## config.mk

```make
export PLATFORM = sky130hd
export DESIGN_NAME = ram_port_arbiter
export DESIGN_NICKNAME = d
export VERILOG_FILES = /design/src/rtl/ram_arb_pkg.sv /design/src/rtl/ram_arb_sched.sv /design/src/rtl/ram_port_arbiter.sv
export SDC_FILE = /design/constraint.sdc
export NUM_CORES = 1
export LEC_CHECK = 0
export CAP_MARGIN = 10
export CORE_UTILIZATION = 30
export CTS_CLUSTER_SIZE = 8
export DETAILED_ROUTE_END_ITERATION = 10
export GPL_TIMING_DRIVEN = 0
export HOLD_SLACK_MARGIN = 0.05
export PLACE_DENSITY = 0.75
export SLEW_MARGIN = 10
export SYNTH_ARGS = -nofsm -noshare
export SYNTH_HDL_FRONTEND = slang
export SYNTH_SLANG_ARGS = --single-unit
export TNS_END_PERCENT = 10
```

## constraint.sdc

```tcl
create_clock -name clk_cpu -period 2.15 [get_ports clk_cpu]
set_clock_uncertainty 0.1 [all_clocks]
set_input_delay 0.43 -clock clk_cpu [delete_from_list [all_inputs] [get_ports clk_cpu]]
set_output_delay 0.43 -clock clk_cpu [all_outputs]
set_load 0.005 [all_outputs]
```

## src/rtl/ram_arb_pkg.sv

```systemverilog
// Shared types and constants for the RAM port arbiter (ram_port_arbiter,
// ram_arb_sched). Optional grant statistics are enabled with the
// RAM_ARB_STATS_EN macro in ram_port_arbiter.
package ram_arb_pkg;

  localparam int DATA_W = 32;
  localparam int STRB_W = 4;

  // Access sequencer: arbitrate, strobe the RAM for one cycle, return data.
  typedef enum logic [1:0] {
    IDLE,
    ACCESS,
    RESP
  } state_e;

  // Which requester owns the access currently in flight.
  typedef enum logic [1:0] {
    GNT_NONE,
    GNT_CPU,
    GNT_VID
  } grant_e;

endpackage

```

## src/rtl/ram_arb_sched.sv

```systemverilog
// Priority scheduler for the RAM port: video wins by default, but after
// VID_MAX_RUN consecutive video wins against a waiting CPU the CPU is served.
// The grant is only produced (and the run counter only moves) while
// i_arb_en-equivalent input arb_en is high, i.e. while the top is in IDLE.
module ram_arb_sched
  import ram_arb_pkg::*;
#(
  parameter int VID_MAX_RUN = 4
) (
  input  logic   clk_cpu,
  input  logic   reset,
  input  logic   cpu_valid,
  input  logic   vid_req,
  input  logic   arb_en,
  output grant_e gnt
);

  localparam logic [3:0] MAX_RUN = 4'(VID_MAX_RUN);

  // Consecutive video grants won while the CPU was also waiting.
  logic [3:0] r_run_cnt;
  logic [3:0] w_run_cnt_nxt;

  // Priority decision and next run length for the current arbitration.
  always_comb begin
    gnt           = GNT_NONE;
    w_run_cnt_nxt = r_run_cnt;
    if (arb_en) begin
      if (vid_req && cpu_valid) begin
        if (r_run_cnt < MAX_RUN) begin
          gnt           = GNT_VID;
          w_run_cnt_nxt = r_run_cnt + 4'd1;
        end else begin
          gnt           = GNT_CPU;
          w_run_cnt_nxt = 4'd0;
        end
      end else if (vid_req) begin
        // No CPU waiting, so there is no starvation to track.
        gnt           = GNT_VID;
        w_run_cnt_nxt = 4'd0;
      end else if (cpu_valid) begin
        gnt           = GNT_CPU;
        w_run_cnt_nxt = 4'd0;
      end
    end
  end

  // Run-length register.
  always_ff @(posedge clk_cpu or posedge reset) begin
    if (reset) r_run_cnt <= 4'd0;
    else       r_run_cnt <= w_run_cnt_nxt;
  end

endmodule

```

## src/rtl/ram_port_arbiter.sv

```systemverilog
// Shares the single RAM port between the CPU bus and the read-only video
// line-prefetch engine. One access every three cycles: IDLE (arbitrate and
// load RAM registers), ACCESS (ram_sel high, RAM samples at the end),
// RESP (RAM data valid, completion pulse to the winner).
// Optional macro RAM_ARB_STATS_EN adds 32-bit per-side grant counters.
//
// Handshake: a requester raises cpu_valid / vid_req with stable address and
// data and holds them until it sees its one-cycle cpu_ready / vid_ack pulse;
// read data is valid only during that pulse. Requests are sampled in IDLE
// only, so a requester may drop or replace its request during the pulse.
module ram_port_arbiter #(
  parameter int ADDR_W      = 16,
  parameter int DATA_W      = 32,
  parameter int VID_MAX_RUN = 4
) (
  input  logic                clk_cpu,
  input  logic                reset,
  input  logic                cpu_valid,
  input  logic [DATA_W/8-1:0] cpu_wstrb,
  input  logic [ADDR_W-1:0]   cpu_addr,
  input  logic [DATA_W-1:0]   cpu_wdata,
  output logic                cpu_ready,
  output logic [DATA_W-1:0]   cpu_rdata,
  input  logic                vid_req,
  input  logic [ADDR_W-1:0]   vid_addr,
  output logic                vid_ack,
  output logic [DATA_W-1:0]   vid_rdata,
  output logic                ram_sel,
  output logic [DATA_W/8-1:0] ram_wen,
  output logic [ADDR_W-1:0]   ram_addr,
  output logic [DATA_W-1:0]   ram_wdata,
  input  logic [DATA_W-1:0]   ram_rdata,
  output logic [31:0]         cnt_cpu_grants,
  output logic [31:0]         cnt_vid_grants
);

  import ram_arb_pkg::*;

  localparam int STRB = DATA_W / 8;

  state_e              r_state;
  state_e              w_state_nxt;
  grant_e              r_gnt;
  grant_e              w_sched_gnt;
  logic                w_arb_en;
  logic                r_ram_sel;
  logic [STRB-1:0]     r_ram_wen;
  logic [ADDR_W-1:0]   r_ram_addr;
  logic [DATA_W-1:0]   r_ram_wdata;

  ram_arb_sched #(
    .VID_MAX_RUN (VID_MAX_RUN)
  ) u_sched (
    .clk_cpu   (clk_cpu),
    .reset     (reset),
    .cpu_valid (cpu_valid),
    .vid_req   (vid_req),
    .arb_en    (w_arb_en),
    .gnt       (w_sched_gnt)
  );

  // Next-state logic; arbitration is enabled only while idle.
  always_comb begin
    w_state_nxt = r_state;
    w_arb_en    = 1'b0;
    case (r_state)
      IDLE: begin
        w_arb_en = 1'b1;
        if (w_sched_gnt != GNT_NONE) w_state_nxt = ACCESS;
      end
      ACCESS:  w_state_nxt = RESP;
      RESP:    w_state_nxt = IDLE;
      default: w_state_nxt = IDLE;
    endcase
  end

  // State register; reset drops any in-flight access.
  always_ff @(posedge clk_cpu or posedge reset) begin
    if (reset) r_state <= IDLE;
    else       r_state <= w_state_nxt;
  end

  // RAM output registers and the owner of the in-flight access.
  always_ff @(posedge clk_cpu or posedge reset) begin
    if (reset) begin
      r_ram_sel   <= 1'b0;
      r_ram_wen   <= '0;
      r_ram_addr  <= '0;
      r_ram_wdata <= '0;
      r_gnt       <= GNT_NONE;
    end else begin
      case (r_state)
        IDLE: begin
          if (w_sched_gnt == GNT_CPU) begin
            r_ram_sel   <= 1'b1;
            r_ram_wen   <= cpu_wstrb;
            r_ram_addr  <= cpu_addr;
            r_ram_wdata <= cpu_wdata;
            r_gnt       <= GNT_CPU;
          end else if (w_sched_gnt == GNT_VID) begin
            // Video is read-only: byte enables forced low.
            r_ram_sel   <= 1'b1;
            r_ram_wen   <= '0;
            r_ram_addr  <= vid_addr;
            r_ram_wdata <= '0;
            r_gnt       <= GNT_VID;
          end else begin
            r_ram_sel <= 1'b0;
            r_ram_wen <= '0;
          end
        end
        ACCESS: begin
          r_ram_sel <= 1'b0;
          r_ram_wen <= '0;
        end
        RESP: begin
          r_gnt <= GNT_NONE;
        end
        default: begin
          r_ram_sel <= 1'b0;
          r_ram_wen <= '0;
          r_gnt     <= GNT_NONE;
        end
      endcase
    end
  end

  assign ram_sel   = r_ram_sel;
  assign ram_wen   = r_ram_wen;
  assign ram_addr  = r_ram_addr;
  assign ram_wdata = r_ram_wdata;

  assign cpu_ready = (r_state == RESP) && (r_gnt == GNT_CPU);
  assign vid_ack   = (r_state == RESP) && (r_gnt == GNT_VID);
  assign cpu_rdata = (r_gnt == GNT_CPU) ? ram_rdata : '0;
  assign vid_rdata = (r_gnt == GNT_VID) ? ram_rdata : '0;

`ifdef RAM_ARB_STATS_EN
  logic [31:0] r_cnt_cpu;
  logic [31:0] r_cnt_vid;

  // Grant counters, bumped on each IDLE->ACCESS grant; wrap naturally.
  always_ff @(posedge clk_cpu or posedge reset) begin
    if (reset) begin
      r_cnt_cpu <= 32'd0;
      r_cnt_vid <= 32'd0;
    end else begin
      if (w_arb_en && (w_sched_gnt == GNT_CPU)) r_cnt_cpu <= r_cnt_cpu + 32'd1;
      if (w_arb_en && (w_sched_gnt == GNT_VID)) r_cnt_vid <= r_cnt_vid + 32'd1;
    end
  end

  assign cnt_cpu_grants = r_cnt_cpu;
  assign cnt_vid_grants = r_cnt_vid;
`else
  assign cnt_cpu_grants = 32'd0;
  assign cnt_vid_grants = 32'd0;
`endif

endmodule
```

* Word level (Yosys, flattened, before mapping)
Cells that the tools add are included.
** Storage, ports and cells
- Logic and storage cells :: 54
- Bits of input ports :: 104
- Register bits after elaboration :: 61
** Operators by class
- $add $sub $neg :: 1
- Muxes and demuxes :: 26
- Order comparisons :: 1
- Bitwise operators :: 1
- Reductions and logical operators :: 10
- Equality and inequality tests :: 8
** Operators by type and width (count)
- two-way mux 32 bit :: 4
- two-way mux 16 bit :: 2
- two-way mux 4 bit :: 5
- two-way mux 2 bit :: 7
- one-hot mux 2 bit (2 select lines) :: 2
- one-hot mux 4 bit (2 select lines) :: 1
- == test 2 x 1 -> 1 bit, second input constant :: 3
- == test 2 bit, second input constant :: 3
- AND reduction 2 bit :: 3
- adder 4 x 1 -> 4 bit, second input constant :: 1
- < comparator 4 x 3 -> 1 bit, second input constant :: 1
- two-way mux 1 bit :: 4
- nonzero test 2 bit :: 2
- logical AND 1 bit :: 3
- inequality test 3 bit, second input constant :: 1
- nonzero test 3 bit :: 1
- logical NOT 2 bit :: 1
- inequality test 2 bit, second input constant :: 1
- one-hot mux 1 bit (2 select lines) :: 1
- inverter 1 bit :: 1

* Depth between registers and ports, before layout
- Depth in word-level cells :: 8
- Depth in mapped cells :: 10
- Gate-level depth less buffers :: 7

* By module
Synthesis repeated with hierarchy kept, for this count alone.
** Unflattened totals
- Cell total of the unflattened synthesis :: 402
- Area, all modules :: 3553.4 µm²
** Modules (own cells, without submodules)
- ram_port_arbiter :: cells each 385, area an instance 3352.0 µm², sequential area each 1426.4 µm², times used 1
- ram_arb_sched :: cells each 17, area an instance 201.4 µm², sequential area each 100.1 µm², times used 1

* Worst setup path before layout
No wires, ideal clock.
- Path type :: register -> register
- Start :: register r_state[1]
- End :: register r_ram_addr[10] (netlist: ram_addr[10])
- Stages on the path, launching flop included :: 10
- Data arrival time :: 1.882 ns
- Path slack :: 0.044 ns
- Path through :: dfrtp_1 > nor2_1 > nand3_1 > ha_1 > or3b_1 > buf_2 > buf_6 > buf_6 > nand2_1 > o21ai_1
** On the way
- Longest elaborated chain between the ends :: 6
- Elaborated cells on any way between the ends :: 8
- Those cells by class :: eq/ne: 2; mux: 3; reduce/logical: 3
** RTL lines
- start, declared :: RTL line ram_port_arbiter.sv:41 : state_e r_state;
- start signal, assigned :: RTL line ram_port_arbiter.sv:80 : else r_state <= w_state_nxt;
- logical NOT 2 bit (*) :: RTL line ram_port_arbiter.sv:66, ram_port_arbiter.sv:92
- two-way mux 1 bit :: RTL line ram_port_arbiter.sv:66 : case (r_state)
- two-way mux 2 bit :: RTL line ram_arb_sched.sv:28 : if (arb_en) begin
- == test 2 x 1 -> 1 bit / == test 2 bit (equally long branches) :: RTL line ram_port_arbiter.sv:94, ram_port_arbiter.sv:100
- nonzero test 2 bit (no line)
- AND reduction 2 bit (no line)
- end signal, assigned :: RTL line ram_port_arbiter.sv:97 : r_ram_addr <= cpu_addr;
- end signal, assigned :: RTL line ram_port_arbiter.sv:104 : r_ram_addr <= vid_addr;
- end, declared :: RTL line ram_port_arbiter.sv:48 : logic [ADDR_W-1:0] r_ram_addr;
Every way passes the cells marked *; elsewhere a longest branch is shown, timed or not.
A chain may end at the register's enable or synchronous reset.

* Worst setup path after layout
- Start :: register r_gnt[0]
- End :: output vid_rdata[0]
** On the way
- Longest elaborated chain between the ends :: 2
** RTL lines
- start, declared :: RTL line ram_port_arbiter.sv:43 : grant_e r_gnt;
- start signal, assigned :: RTL line ram_port_arbiter.sv:90 : r_gnt <= GNT_NONE;
- start signal, assigned :: RTL line ram_port_arbiter.sv:99 : r_gnt <= GNT_CPU;
- start signal, assigned :: RTL line ram_port_arbiter.sv:106 : r_gnt <= GNT_VID;
- == test 2 bit :: RTL line ram_port_arbiter.sv:136 : assign vid_rdata = (r_gnt == GNT_VID) ? ram_rdata : '0;
- two-way mux 32 bit :: RTL line ram_port_arbiter.sv:136
- end, declared :: RTL line ram_port_arbiter.sv:27 : output logic [DATA_W-1:0] vid_rdata,
Every way passes these cells.

==> impl_results.rst <==
.. list-table::
   :header-rows: 1

   * - Metric
     - Value
   * - Slowest stage delay, CP
     - 0.50 ns
   * - Data required time of the worst path
     - 1.62 ns
   * - Leakage power
     - 3.76 nW
   * - Launch instance of the worst register-to-register path
     - r_state[0]
   * - Type of the worst min-delay path
     - input port to async pin
   * - Achievable frequency
     - 448 MHz
   * - Full die area
     - 12,200 µm²
   * - Crit path max fanout
     - 5
   * - Most used cells in the layout excluding fill and tap cells
     - sky130_fd_sc_hd__clkdlybuf4s50_1 (157), sky130_fd_sc_hd__buf_4 (70), sky130_fd_sc_hd__and2_1 (64), sky130_fd_sc_hd__conb_1 (64), sky130_fd_sc_hd__nand2_1 (62)
   * - Clock Root Buffer
     - sky130_fd_sc_hd__clkbuf_16
   * - Num CTS Buffers
     - 9
   * - Final worst setup slack
     - -0.0823 ns
   * - Post-Synthesis Mean Instance Area
     - 8.82 µm²
   * - Number of vias per cell
     - 4.27
   * - Category of the worst setup path launch point
     - register
   * - Final Core Density
     - 61.1%
   * - Ant diodes
     - 0
   * - Comb pwr share
     - 54.2%
   * - CTS Buffer Depth
     - 2
   * - Number of global-route vias before repair
     - 3,545
   * - Clock network fraction of total power
     - 20.9%
   * - Die span in x
     - 111 µm
   * - Aggregate routed wire length
     - 12,200 µm
   * - Total via count after detailed routing
     - 3,653
   * - Hpwl dp
     - 9290 µm
   * - Crit path from
     - r_gnt[0]
   * - Number of endpoints failing setup at the final stage
     - 39
   * - WP buf/inv
     - 2
   * - Crit path capture type
     - primary output
   * - Final worst hold slack
     - 0.370 ns
   * - Rel. slew slack
     - 63.3%
   * - H-tree levels
     - 3
   * - Most common cell after layout, fill and taps aside
     - sky130_fd_sc_hd__clkdlybuf4s50_1
   * - Max Cap Viol
     - 0
   * - Count of pins over their slew limit
     - 0
   * - # hold bufs at CTS
     - 0
   * - Peak supply drop
     - 0.000554 V
   * - Row cnt
     - 39
   * - Register bit count reported by yosys
     - 61
   * - Time the final worst path needs with I/O delays and setup
     - 2.23 ns
   * - Worst EP arrival
     - 1.70 ns
   * - Unrepaired setup endpoints after global routing
     - true
   * - Post-route DRC violation count
     - 0
   * - All-Layer GR Usage
     - 18.6%
   * - First-pass GRT wire length
     - 18,200 µm
   * - Floorplan Core Area
     - 11,500 µm²
   * - Final weighted congestion of routability-driven global placement
     - 0.775
   * - Source-to-sink clock delay at the later pin of the worst-skew pair
     - 0.32 ns
   * - # port buffers
     - 222
   * - Antenna Violating Nets Remaining
     - 0
   * - Number of clock sinks seen by CTS
     - 61
   * - Overflow after GRT
     - 0
   * - Result of the run
     - finished with violations
   * - Final clock period utilization by the worst path
     - 104%
   * - Clock-pin slew of the registers on the worst-case setup and hold paths
     - 0.06 ns
   * - Clock tree from TritonCTS
     - done
   * - Ratio of cells with drive above 1 in the final layout
     - 21.9%
   * - Failing checks
     - negative setup slack
   * - Number of distinct library cell variants in the gate-level netlist after synthesis
     - 25
   * - Final hold viol count
     - 0
   * - Register area share after synthesis
     - 43.2%
   * - Detailed Routing Iterations Pass 1
     - 6
   * - Final #Nets
     - 816
   * - Netlist Area Pre-Place
     - 3540 µm²
   * - Largest net degree at the start of global routing
     - 38
   * - Reported net switching power
     - 2.48 mW
   * - Kind of critical path
     - register to primary output
   * - Iteration-0 DRC Markers
     - 115
   * - Count of boundary I/O pins
     - 287
   * - Antenna violations before repair
     - 0
   * - Wire per inst
     - 14.2 µm
   * - Gate count after technology mapping
     - 401
   * - Initial Utilization
     - 30.8%
   * - Power density relative to cell area
     - 1080 nW/µm²
   * - Area growth from synthesis to layout
     - 98.2%
   * - Height of the chip
     - 111 µm
   * - Proportion of total power due to net switching
     - 32.7%
   * - Sequential cell fraction of total power
     - 24.9%
   * - CP delay by family, top
     - buffers and inverters
   * - Synthesis Warnings
     - 0
   * - Internal power consumption
     - 5.09 mW
   * - Crit path cell chain
     - nor2b_4, buf_4, and2_1, clkdlybuf4s50_1
   * - Master of the slowest instance on the critical path
     - sky130_fd_sc_hd__clkdlybuf4s50_1
   * - Transition time at the pin with the least slew margin
     - 0.550 ns
power groups by stage:
stage                     logic, mW  registers (mW)  clock network (mW)
final                          4.10            1.89                1.58
after global routing           4.42            1.94                1.66
after CTS                      3.49            1.85                1.61
after detailed placement       3.42            1.85                   0
after global placement         3.35            1.83                   0
after floorplan                1.45            1.86                   0
registers in the layout, indices dropped and copies added, names as in the netlist:
signal / flops
r_gnt: 2
r_state: 2
ram_addr: 16
ram_sel: 1
ram_wdata: 32
ram_wen: 4
u_sched.r_run_cnt: 4
synth_stat cells (all sizes together):
library cell | count | area (µm²)
inv | 1 | 3.75
and3 | 2 | 12.5
a32o | 2 | 20.0
o21ai | 50 | 250
a211oi | 1 | 7.51
conb | 1 | 3.75
and2 | 65 | 407
nor2b | 5 | 31.3
clkbuf | 16 | 65.1
ha | 4 | 50.1
mux2i | 18 | 180
a22o | 1 | 8.76
dfrtp | 61 | 1530
and3b | 2 | 17.5
a22oi | 4 | 30.0
nor2 | 9 | 33.8
nor3 | 2 | 10.0
or3b | 1 | 8.76
nand3 | 2 | 10.0
nand2 | 81 | 304
buf | 73 | 557
cell families (layout without fill, tap and decap cells):
kind of cell / after synthesis / after routing / synth area share (%)
buffers and inverters: 90 / 338 / 17.7
AO/OA/AOI/OAI: 58 / 58 / 8.95
AND/OR/NAND/NOR: 169 / 169 / 23.6
other: 1 / 64 / 0.106
flip-flops: 61 / 61 / 43.2
multiplexers: 18 / 18 / 5.09
adder cells (fa/ha/maj): 4 / 4 / 1.41
worst paths after layout:
| check | slack [ns] | cells after the start | endpoint |
|---|---|---|---|
| max | -0.08 | 4 | vid_rdata[0] |
| min | 0.37 | 2 | ram_wdata[24] |
| max reg2reg | -0.08 | 9 | ram_addr[9] |
| min reg2reg | 0.38 | 2 | ram_wdata[1] |
| max in group asynchronous | 0.98 | 3 | r_state[1] |
| min in group clk_cpu | 0.38 | 2 | ram_wdata[1] |
area by class of cell:
type                            count  area (µm²)
Sequential cell                    61        1530
Buffer                             89         729
Multi-Input combinational cell    313        1800
Fill cell                        1013        4460
Clock inverter                      3        68.8
Timing Repair Buffer              233        2450
Inverter                            1        3.75
Clock buffer                       12         256
Tap cell                          143         179
routing by layer:
metal | track usage [%] | wire length, µm | share of wire, %
met3 | 4.67 | 660 | 5.4
met2 | 33.8 | 6500 | 53
met1 | 21.6 | 4840 | 40
met5 | 0 | 0 | 0
met4 | 4.89 | 158 | 1.3
per-stage QoR:
stage / cell area [µm²] / total power [mW] / setup WS (ns) / setup TNS [ns] / instances
2_1_floorplan: 3770 / 3.30 / 0.0436 / 0 / 464
3_3_place_gp: 6170 / 5.17 / -0.941 / -85.62 / 829
3_5_place_dp: 6190 / 5.26 / -0.559 / -32.12 / 830
4_1_cts: 6570 / 6.95 / -0.223 / -14.57 / 846
5_1_grt: 7010 / 8.03 / -0.186 / -5.74 / 855
6_report: 7010 / 7.56 / -0.0823 / -1.32 / 855
worst reg2reg max path, cell delays in order, from the launching register on:
cell and delay, ns:
sky130_fd_sc_hd__dfrtp_1 0.42, sky130_fd_sc_hd__nor2_4 0.20, sky130_fd_sc_hd__nand3_2 0.12, sky130_fd_sc_hd__ha_4 0.29, sky130_fd_sc_hd__or3b_1 0.37, sky130_fd_sc_hd__buf_6 0.16, sky130_fd_sc_hd__buf_12 0.15, sky130_fd_sc_hd__clkbuf_16 0.16
sky130_fd_sc_hd__nand2_1 0.07, sky130_fd_sc_hd__o21ai_1 0.06
what timing repair did:
item,CTS,global route
pin swaps,0,22
setup endpoints to repair,115,85
resized for setup,61,104
gates cloned,0,5
setup buffers,1,4
Power figures use the tool's default switching activity.
